--- config.mk ---
export PLATFORM = sky130hd
export DESIGN_NAME = dbi_tx_phy
export DESIGN_NICKNAME = d
export VERILOG_FILES = /design/src/rtl/dbi_tx_phy.sv
export SDC_FILE = /design/constraint.sdc
export NUM_CORES = 1
export LEC_CHECK = 0
export BUFFER_PORTS_ARGS = -buffer_cell sky130_fd_sc_hd__buf_2
export CAP_MARGIN = 0
export CORE_ASPECT_RATIO = 1.75
export CORE_MARGIN = 1.5
export CORE_UTILIZATION = 51
export CTS_BUF_LIST = sky130_fd_sc_hd__clkbuf_4 sky130_fd_sc_hd__clkbuf_8
export CTS_CLUSTER_DIAMETER = 80
export DETAILED_ROUTE_END_ITERATION = 10
export GPL_TIMING_DRIVEN = 0
export HOLD_SLACK_MARGIN = 0.12
export PLACE_DENSITY = 0.74
export SKIP_CTS_REPAIR_TIMING = 1
export SYNTH_ARGS = -nofsm -noshare
export SYNTH_HDL_FRONTEND = slang
export SYNTH_SLANG_ARGS = --single-unit
--- constraint.sdc ---
create_clock -name clk -period 1.92 [get_ports clk]
set_clock_uncertainty 0.05 [all_clocks]
set_input_delay 0.192 -clock clk [delete_from_list [all_inputs] [get_ports clk]]
set_output_delay 0.192 -clock clk [all_outputs]
set_load 0.02 [all_outputs]
--- src/rtl/dbi_tx_phy.sv ---
// MIPI-DBI Type-B (8080, write-only) pin driver: serialises command/data beats into CSX/DCX/WRX/D strobes and generates RESX.
// Optional debug byte counter output is built when DBI_TX_PHY_BYTE_CNT_EN is defined.
module dbi_tx_phy #(
    parameter int DBI_IF_D_W  = 8,
    parameter int WR_LOW_CYC  = 2,
    parameter int WR_HIGH_CYC = 2,
    parameter int HRST_CYC    = 1250
) (
    input  logic                  clk,
    input  logic                  rst_n,
    input  logic                  dtp_dbi_hrst_i,
    input  logic [DBI_IF_D_W-1:0] dtp_tx_cmd_typ_i,
    input  logic [DBI_IF_D_W-1:0] dtp_tx_cmd_dat_i,
    input  logic                  dtp_tx_last_i,
    input  logic                  dtp_tx_no_dat_i,
    input  logic                  dtp_tx_vld_i,
    output logic                  dtp_tx_rdy_o,
    output logic                  dbi_csx_o,
    output logic                  dbi_dcx_o,
    output logic                  dbi_wrx_o,
    output logic                  dbi_rdx_o,
    output logic                  dbi_resx_o,
`ifdef DBI_TX_PHY_BYTE_CNT_EN
    output logic [31:0]           dbg_byte_cnt_o,
`endif
    output logic [DBI_IF_D_W-1:0] dbi_d_o
);

    // state  | meaning
    // IDLE   | CS released, waiting for first beat of a transaction
    // HRST   | RESX held low for HRST_CYC cycles
    // CMD_LO | command byte on bus, WRX low
    // CMD_HI | command byte on bus, WRX high (panel latched on rising edge)
    // DAT_LO | data byte on bus, WRX low
    // DAT_HI | data byte on bus, WRX high
    // WAIT   | CS held low between data beats of one transaction
    // END    | one-cycle CS-high gap before IDLE
    typedef enum logic [2:0] {
        S_IDLE, S_HRST, S_CMD_LO, S_CMD_HI, S_DAT_LO, S_DAT_HI, S_WAIT, S_END
    } state_t;

    localparam int MAX_WR  = (WR_LOW_CYC > WR_HIGH_CYC) ? WR_LOW_CYC : WR_HIGH_CYC;
    localparam int MAX_CYC = (MAX_WR > HRST_CYC) ? MAX_WR : HRST_CYC;
    localparam int CNT_W   = $clog2(MAX_CYC + 1);

    localparam logic [CNT_W-1:0] LD_LO   = CNT_W'(WR_LOW_CYC - 1);
    localparam logic [CNT_W-1:0] LD_HI   = CNT_W'(WR_HIGH_CYC - 1);
    localparam logic [CNT_W-1:0] LD_HRST = CNT_W'(HRST_CYC - 1);

    state_t                r_state;
    logic [CNT_W-1:0]      r_cnt;
    logic                  r_csx;
    logic                  r_dcx;
    logic                  r_wrx;
    logic                  r_resx;
    logic [DBI_IF_D_W-1:0] r_d;
    logic [DBI_IF_D_W-1:0] r_dat;
    logic                  r_last;
    logic                  r_no_dat;

    logic w_acc;
    logic w_cnt_zero;

    assign dtp_tx_rdy_o = rst_n & ((r_state == S_IDLE) | (r_state == S_WAIT));
    assign w_acc        = dtp_tx_vld_i & dtp_tx_rdy_o;
    assign w_cnt_zero   = (r_cnt == '0);

    assign dbi_csx_o  = r_csx;
    assign dbi_dcx_o  = r_dcx;
    assign dbi_wrx_o  = r_wrx;
    assign dbi_rdx_o  = 1'b1;
    assign dbi_resx_o = r_resx;
    assign dbi_d_o    = r_d;

    always_ff @(posedge clk) begin
        if (!rst_n) begin
            r_state  <= S_IDLE;
            r_cnt    <= '0;
            r_csx    <= 1'b1;
            r_dcx    <= 1'b1;
            r_wrx    <= 1'b1;
            r_resx   <= 1'b1;
            r_d      <= '0;
            r_dat    <= '0;
            r_last   <= 1'b0;
            r_no_dat <= 1'b0;
        end else begin
            case (r_state)
                S_IDLE: begin
                    if (w_acc) begin
                        if (dtp_dbi_hrst_i) begin
                            r_state <= S_HRST;
                            r_resx  <= 1'b0;
                            r_cnt   <= LD_HRST;
                        end else begin
                            r_state  <= S_CMD_LO;
                            r_csx    <= 1'b0;
                            r_wrx    <= 1'b0;
                            r_dcx    <= 1'b0;
                            r_d      <= dtp_tx_cmd_typ_i;
                            r_dat    <= dtp_tx_cmd_dat_i;
                            r_last   <= dtp_tx_last_i;
                            r_no_dat <= dtp_tx_no_dat_i;
                            r_cnt    <= LD_LO;
                        end
                    end
                end
                S_HRST: begin
                    if (w_cnt_zero) begin
                        r_state <= S_IDLE;
                        r_resx  <= 1'b1;
                        r_dcx   <= 1'b1;
                    end else begin
                        r_cnt <= r_cnt - CNT_W'(1);
                    end
                end
                S_CMD_LO, S_DAT_LO: begin
                    if (w_cnt_zero) begin
                        r_state <= (r_state == S_CMD_LO) ? S_CMD_HI : S_DAT_HI;
                        r_wrx   <= 1'b1;
                        r_cnt   <= LD_HI;
                    end else begin
                        r_cnt <= r_cnt - CNT_W'(1);
                    end
                end
                S_CMD_HI: begin
                    if (w_cnt_zero) begin
                        if (r_no_dat) begin
                            r_state <= S_END;
                            r_csx   <= 1'b1;
                        end else begin
                            r_state <= S_DAT_LO;
                            r_wrx   <= 1'b0;
                            r_dcx   <= 1'b1;
                            r_d     <= r_dat;
                            r_cnt   <= LD_LO;
                        end
                    end else begin
                        r_cnt <= r_cnt - CNT_W'(1);
                    end
                end
                S_DAT_HI: begin
                    if (w_cnt_zero) begin
                        if (r_last) begin
                            r_state <= S_END;
                            r_csx   <= 1'b1;
                        end else begin
                            r_state <= S_WAIT;
                        end
                    end else begin
                        r_cnt <= r_cnt - CNT_W'(1);
                    end
                end
                S_WAIT: begin
                    // Follow-on beats never resend the command byte.
                    if (w_acc) begin
                        if (dtp_dbi_hrst_i) begin
                            r_state <= S_HRST;
                            r_csx   <= 1'b1;
                            r_resx  <= 1'b0;
                            r_cnt   <= LD_HRST;
                        end else if (dtp_tx_no_dat_i) begin
                            r_state <= S_END;
                            r_csx   <= 1'b1;
                        end else begin
                            r_state <= S_DAT_LO;
                            r_wrx   <= 1'b0;
                            r_dcx   <= 1'b1;
                            r_d     <= dtp_tx_cmd_dat_i;
                            r_last  <= dtp_tx_last_i;
                            r_cnt   <= LD_LO;
                        end
                    end
                end
                S_END: begin
                    r_state <= S_IDLE;
                    r_dcx   <= 1'b1;
                end
                default: begin
                    r_state <= S_IDLE;
                end
            endcase
        end
    end

`ifdef DBI_TX_PHY_BYTE_CNT_EN
    logic [31:0] r_byte_cnt;
    logic        w_wr_rise;

    // The WRX rising edge is the last cycle of a low phase.
    assign w_wr_rise      = ((r_state == S_CMD_LO) | (r_state == S_DAT_LO)) & w_cnt_zero;
    assign dbg_byte_cnt_o = r_byte_cnt;

    always_ff @(posedge clk) begin
        if (!rst_n) begin
            r_byte_cnt <= '0;
        end else if (w_wr_rise) begin
            r_byte_cnt <= r_byte_cnt + 32'd1;
        end
    end
`endif

endmodule

Yosys cells after proc, flatten, opt, wreduce, memory -nomap -nowiden
Cells that the tools add are included.
{"block": "word_totals", "register_bits": 36, "inputBits": 22, "output_inout_bits": 14, "wordCells": 124}
{"block": "classes", "add_sub_neg": 1, "n_eq_ne": 25, "muxes": 63, "n_bitwise": 4, "reduce_logical": 21}
{"operator": "$mux W11", "count": 9}
{"operator": "$mux W8", "count": 7}
{"operator": "$pmux W11 S5", "count": 1}
{"operator": "$mux W1", "count": 28}
{"operator": "$reduce_and A9 Y1", "count": 3}
{"operator": "$ne A2 B2 Y1 const B", "count": 13}
{"operator": "$mux W3", "count": 8}
{"operator": "$pmux W8 S3", "count": 1}
{"operator": "$pmux W3 S7", "count": 1}
{"operator": "$reduce_and A6 Y1", "count": 3}
{"operator": "$eq A3 B3 Y1 const B", "count": 4}
{"operator": "$logic_not A11 Y1", "count": 1}
{"operator": "$sub A11 B1 Y11 const B", "count": 1}
{"operator": "$reduce_bool A5 Y1", "count": 2}
{"operator": "$ne A3 B3 Y1 const B", "count": 3}
{"operator": "$pmux W1 S4", "count": 2}
{"operator": "$reduce_and A8 Y1", "count": 1}
{"operator": "$reduce_bool A4 Y1", "count": 2}
{"operator": "$eq A3 B2 Y1 const B", "count": 2}
{"operator": "$mux W2", "count": 3}
{"operator": "$reduce_or A2 Y1", "count": 3}
{"operator": "$pmux W1 S5", "count": 1}
{"operator": "$ne A2 B1 Y1 const B", "count": 2}
{"operator": "$pmux W1 S2", "count": 2}
{"operator": "other kinds (9)", "count": 11}

Logic depth before layout (Yosys ltp)
{"block": "depth", "depth_word": 6, "ltp_mapped": 9, "mapped_depth_nobuf": 7}

Least setup slack after synthesis
No wires, ideal clock.
{"block": "synth_path", "path_type": "flip-flop to flip-flop", "start": "reg r_cnt[0]", "end": "reg r_cnt[3]", "setup_ns": 0.088, "arrival_ns": 1.698, "required_time_ns": 1.782, "slack_ns": 0.084, "stages_incl_launch_ff": 8, "path_buffers": 0, "synth_period_minus_slack_ns": 1.836, "cell_sequence": "dfxtp_1 -> inv_1 -> ha_1 -> nor2b_1 -> and3_1 -> o21ai_1 -> o31ai_1 -> a311oi_2"}
{"block": "synth_via", "elab_chain_cells": 3, "elab_cells_between_ends": 9, "classes_between": "1 x add/sub; 2 x eq/ne; 4 x mux; 2 x reduce/logical"}
{"element": "start: declaration", "line": "51", "rtl": "logic [CNT_W-1:0] r_cnt;"}
{"element": "start signal: assignment", "line": "114", "rtl": "r_cnt <= r_cnt - CNT_W'(1);"}
{"element": "start signal: assignment", "line": "123", "rtl": "r_cnt <= r_cnt - CNT_W'(1);"}
{"element": "start signal: assignment", "line": "139", "rtl": "r_cnt <= r_cnt - CNT_W'(1);"}
{"element": "$sub A11 B1 Y11 or $logic_not A11 Y1 (tied branches)"}
{"element": "$mux W11, or another cell as far along", "line": "109, 143"}
{"element": "$pmux W11 S5 or $reduce_and A6 Y1 (tied branches)"}
Several ways; a longest one is shown, not always the timed one. The select of a mux whose other input is x is not followed.
A chain may end at the register's enable or synchronous reset.

Worst setup path after layout
{"block": "layout_path", "start": "reg r_state[2]", "end": "out dtp_tx_rdy_o"}
{"block": "layout_via", "elab_chain_cells": 3, "elab_cells_between_ends": 4, "classes_between": "1 x eq/ne; 2 x bitwise; 1 x reduce/logical"}
{"element": "start: declaration", "line": "50", "rtl": "state_t r_state;"}
{"element": "start signal: assignment", "line": "119", "rtl": "r_state <= (r_state == S_CMD_LO) ? S_CMD_HI : S_DAT_HI;"}
{"element": "$eq A3 B3 Y1 or $logic_not A3 Y1 (tied branches)", "line": "64", "rtl": "assign dtp_tx_rdy_o = rst_n & ((r_state == S_IDLE) | (r_state == S_WAIT));"}
{"element": "$or A1 B1 Y1 *", "line": "64"}
{"element": "$and A1 B1 Y1 *", "line": "64"}
{"element": "end: declaration", "line": "17", "rtl": "output logic dtp_tx_rdy_o,"}
Mark *: on every way between the ends. The rest lies on a longest branch, timed or not.

==> results.ini <==
[min_path]
hold_path_depth=3
holdCritPathClass=in2reg
hold_start=dtp_tx_cmd_dat_i[5]
min_to=r_dat[5]

[synth]
synth-seq-cells=36
synth_area_um2=2240
synth_top_area_share_pct=32.2
ys_seq_area_share_pct=32.2
synth-main-ff-cell=dfxtp_1
netlist_top_cells_area=dfxtp_1, mux2i_1, a21oi_1
ys_warn_count=0
synth_edf_count=0
synth_cells=273
yosysUniqueCellTypes=52
async_flop_share_pct=0
syn_area_per_cell_um2=8.19
synth_top_area_cell=dfxtp_1
synth_nets=297

[power_and_ir_drop]
static-leakage-power_nw=1.14
swShare_pct=46.8
switching_power_mw=2.48
vdd_drop_max_v=0.00137
pwr-share-seq_pct=23.2
pwr-share-clk_pct=11.3
pwr-share-comb_pct=65.5
power_per_cell_area_nw_per_um2=1890
p_int_mw=2.81
power.total_mw=5.29

[timing]
worstMarginPinSlew_ns=0.554
maxSlewViolCount=0
rsz0062_at_grt=true
finalCritPeriodShare_pct=97.8
holdWs_ns=0.0992
max_clock_freq_mhz=533
relSlewSlack_pct=63.1
finalHoldViolCount=0
finalCriticalPeriod_ns=1.88
setup-violations-final=0

[detailed_routing]
drtIter0Drc=94
num_vias=2388
first_pass_iters=4
post_drt_wl_per_cell_um=18.2
vias_per_cell=6.40
ant_nets=0
route.detailed.drc=0
routed_wirelength_mm=6.79

[clocking]
root_buffer=clkbuf_8
worst_skew_pair.late_latency_ns=0.30
numCtsBuffers=5
cts.path.max_buffers=2
cts.sinks=36
cts_tree=yes
htreeDepth=2
clk_pin_slew_ns=0.08

[final_layout]
n_antenna_cell=0
final_layout_size_suffix_gt1_share_pct=29.6
nets=347
syn_to_final_growth_pct=24.9

[critical_path]
cp_max_fo=10
worstRegToRegCells=7
timing.rr.start=r_cnt[5]
setup.worst_path.start_class=flip-flop
slowest_stage=dfxtp_2
crit_chain=buf_4 > xnor2_4 > nand2_1 > nor2_1 > buf_2
cpPeakStageDelay_ns=0.43
reg2reg_to=r_cnt[5]
required_ns=1.68
worstSetupPathType=reg2out
r2r_slack_ns=0.05
crit_arrival_ns=1.63
cp-end-kind=output port

[status]
status=completed

[place]
gp_congestion=0.901
io_buffers=34
hpwl_mm=4.71

[floorplan]
fp-row-count=31
ios=36
dieArea_um2=4810
initial_core_util_pct=53.4
die_y_um=90.6
fp.dieW_um=53.1
core_area_um2=4190

[global_routing]
grtUsageTotal_pct=29.7
grt_antenna_before_repair=0
grt_overflow_total=0
grt_pass1_vias=2313
grt_max_degree=12
grt_pass1_wl_mm=10.6

[run]
max-cap-violations=0

## power by group through the flow
stage	registers [mW]	logic (mW)	clock network, mW
6_report	1.23	3.46	0.598
4_1_cts	1.15	2.94	0.604
2_1_floorplan	1.22	2.17	0
5_1_grt	1.26	3.77	0.627
3_3_place_gp	1.16	2.89	0
3_5_place_dp	1.17	2.92	0
## area by class of cell
type	count	area, µm²
Inverter	5	18.8
Timing Repair Buffer	45	263
Buffer	22	151
Multi-Input combinational cell	208	1470
Clock inverter	1	7.51
Sequential cell	36	733
Fill cell	356	1400
Clock buffer	7	90.1
Tap cell	49	61.3
## worst max-delay path by stage
stage	start	to	slack, ns	cells past startpoint
after global placement	r_cnt[0]	r_cnt[3]	-0.24	7
after CTS	r_cnt[0]	r_cnt[3]	-0.26	7
final	r_state[2]	dtp_tx_rdy_o	0.04	5
after detailed placement	r_cnt[0]	r_cnt[3]	-0.24	7
after floorplan	r_cnt[0]	r_cnt[3]	0.08	7
after global routing	r_cnt[5]	r_cnt[5]	-0.02	7
## layer usage
layer	part of all wire [%]	wire length, µm	up-vias	GRT usage [%]
met5	0	0	-	0
met4	5.4	367	0	16.0
met3	5.5	372	34	5.46
met2	54	3650	123	52.1
met1	35	2400	1103	31.5
li1	-	-	1128	-
## sequential cells by signal, summed over array words and instances (netlist names)
signal,count
r_cnt,11
dbi_csx_o,1
dbi_dcx_o,1
r_dat,8
r_last,1
dbi_wrx_o,1
r_state,3
dbi_d_o,8
r_no_dat,1
dbi_resx_o,1
## placed cells by master (no fill, tap or decap), types with 7 or more instances in the layout
cell type,count
buf_2,38
dfxtp_1,28
nand2_1,21
nor2_1,21
a21oi_1,18
o21ai_0,15
o22ai_1,13
nand2b_1,13
mux2i_1,12
o211ai_1,10
o221ai_1,9
buf_4,7
dfxtp_2,7
## worst max-delay path, delay by kind of cell, from the launching register on
family / cells / cell delay (ns)
flops: 1 / 0.43
buf+inv: 2 / 0.41
simple gates: 2 / 0.32
xor+xnor: 1 / 0.18
## cells in the mapped netlist, types with 2 or more instances
cell type,n
dfxtp_1,36
nand2_1,23
nor2_1,22
a21oi_1,18
o21ai_0,16
nand2b_1,14
o22ai_1,13
clkbuf_1,12
mux2i_1,12
o211ai_1,10
o221ai_1,9
nand3_1,6
nand4_1,6
and2_1,5
buf_2,5
buf_6,5
inv_1,5
and3_1,4
nor2b_1,4
a31oi_1,3
nor3_1,3
o21ai_1,3
o31ai_1,3
a221o_1,2
a311oi_2,2
buf_4,2
ha_1,2
nand3b_1,2
nor4_4,2
or2_2,2
## kinds of logic (layout without fill, tap and decap cells)
kind of cell	count (synthesis)	in the layout	share of synthesized area, %
and+or+nand+nor	98	98	24.3
buffers and inverters	29	80	7.16
AOI/OAI and AO/OA	94	94	29.3
xor gates and xnor gates	1	1	0.392
other	1	1	0.168
DFF	36	36	32.2
muxes	12	12	5.37
adders and majority gates	2	2	1.12
## stage by stage
step / cells / setup TNS, ns / utilization, % / area, µm² / setup slack, ns
after floorplan: 273 / 0 / - / 2240 / 0.0841
after global placement: 356 / -3.19 / 58.9 / 2470 / -0.240
after detailed placement: 356 / -2.88 / 58.9 / 2470 / -0.235
after CTS: 364 / -3.80 / 61.3 / 2570 / -0.260
after global routing: 373 / -0.0655 / 66.7 / 2790 / -0.0194
final: 373 / 0 / 66.7 / 2790 / 0.0431
Note: power is estimated with default switching activity, not from simulation.
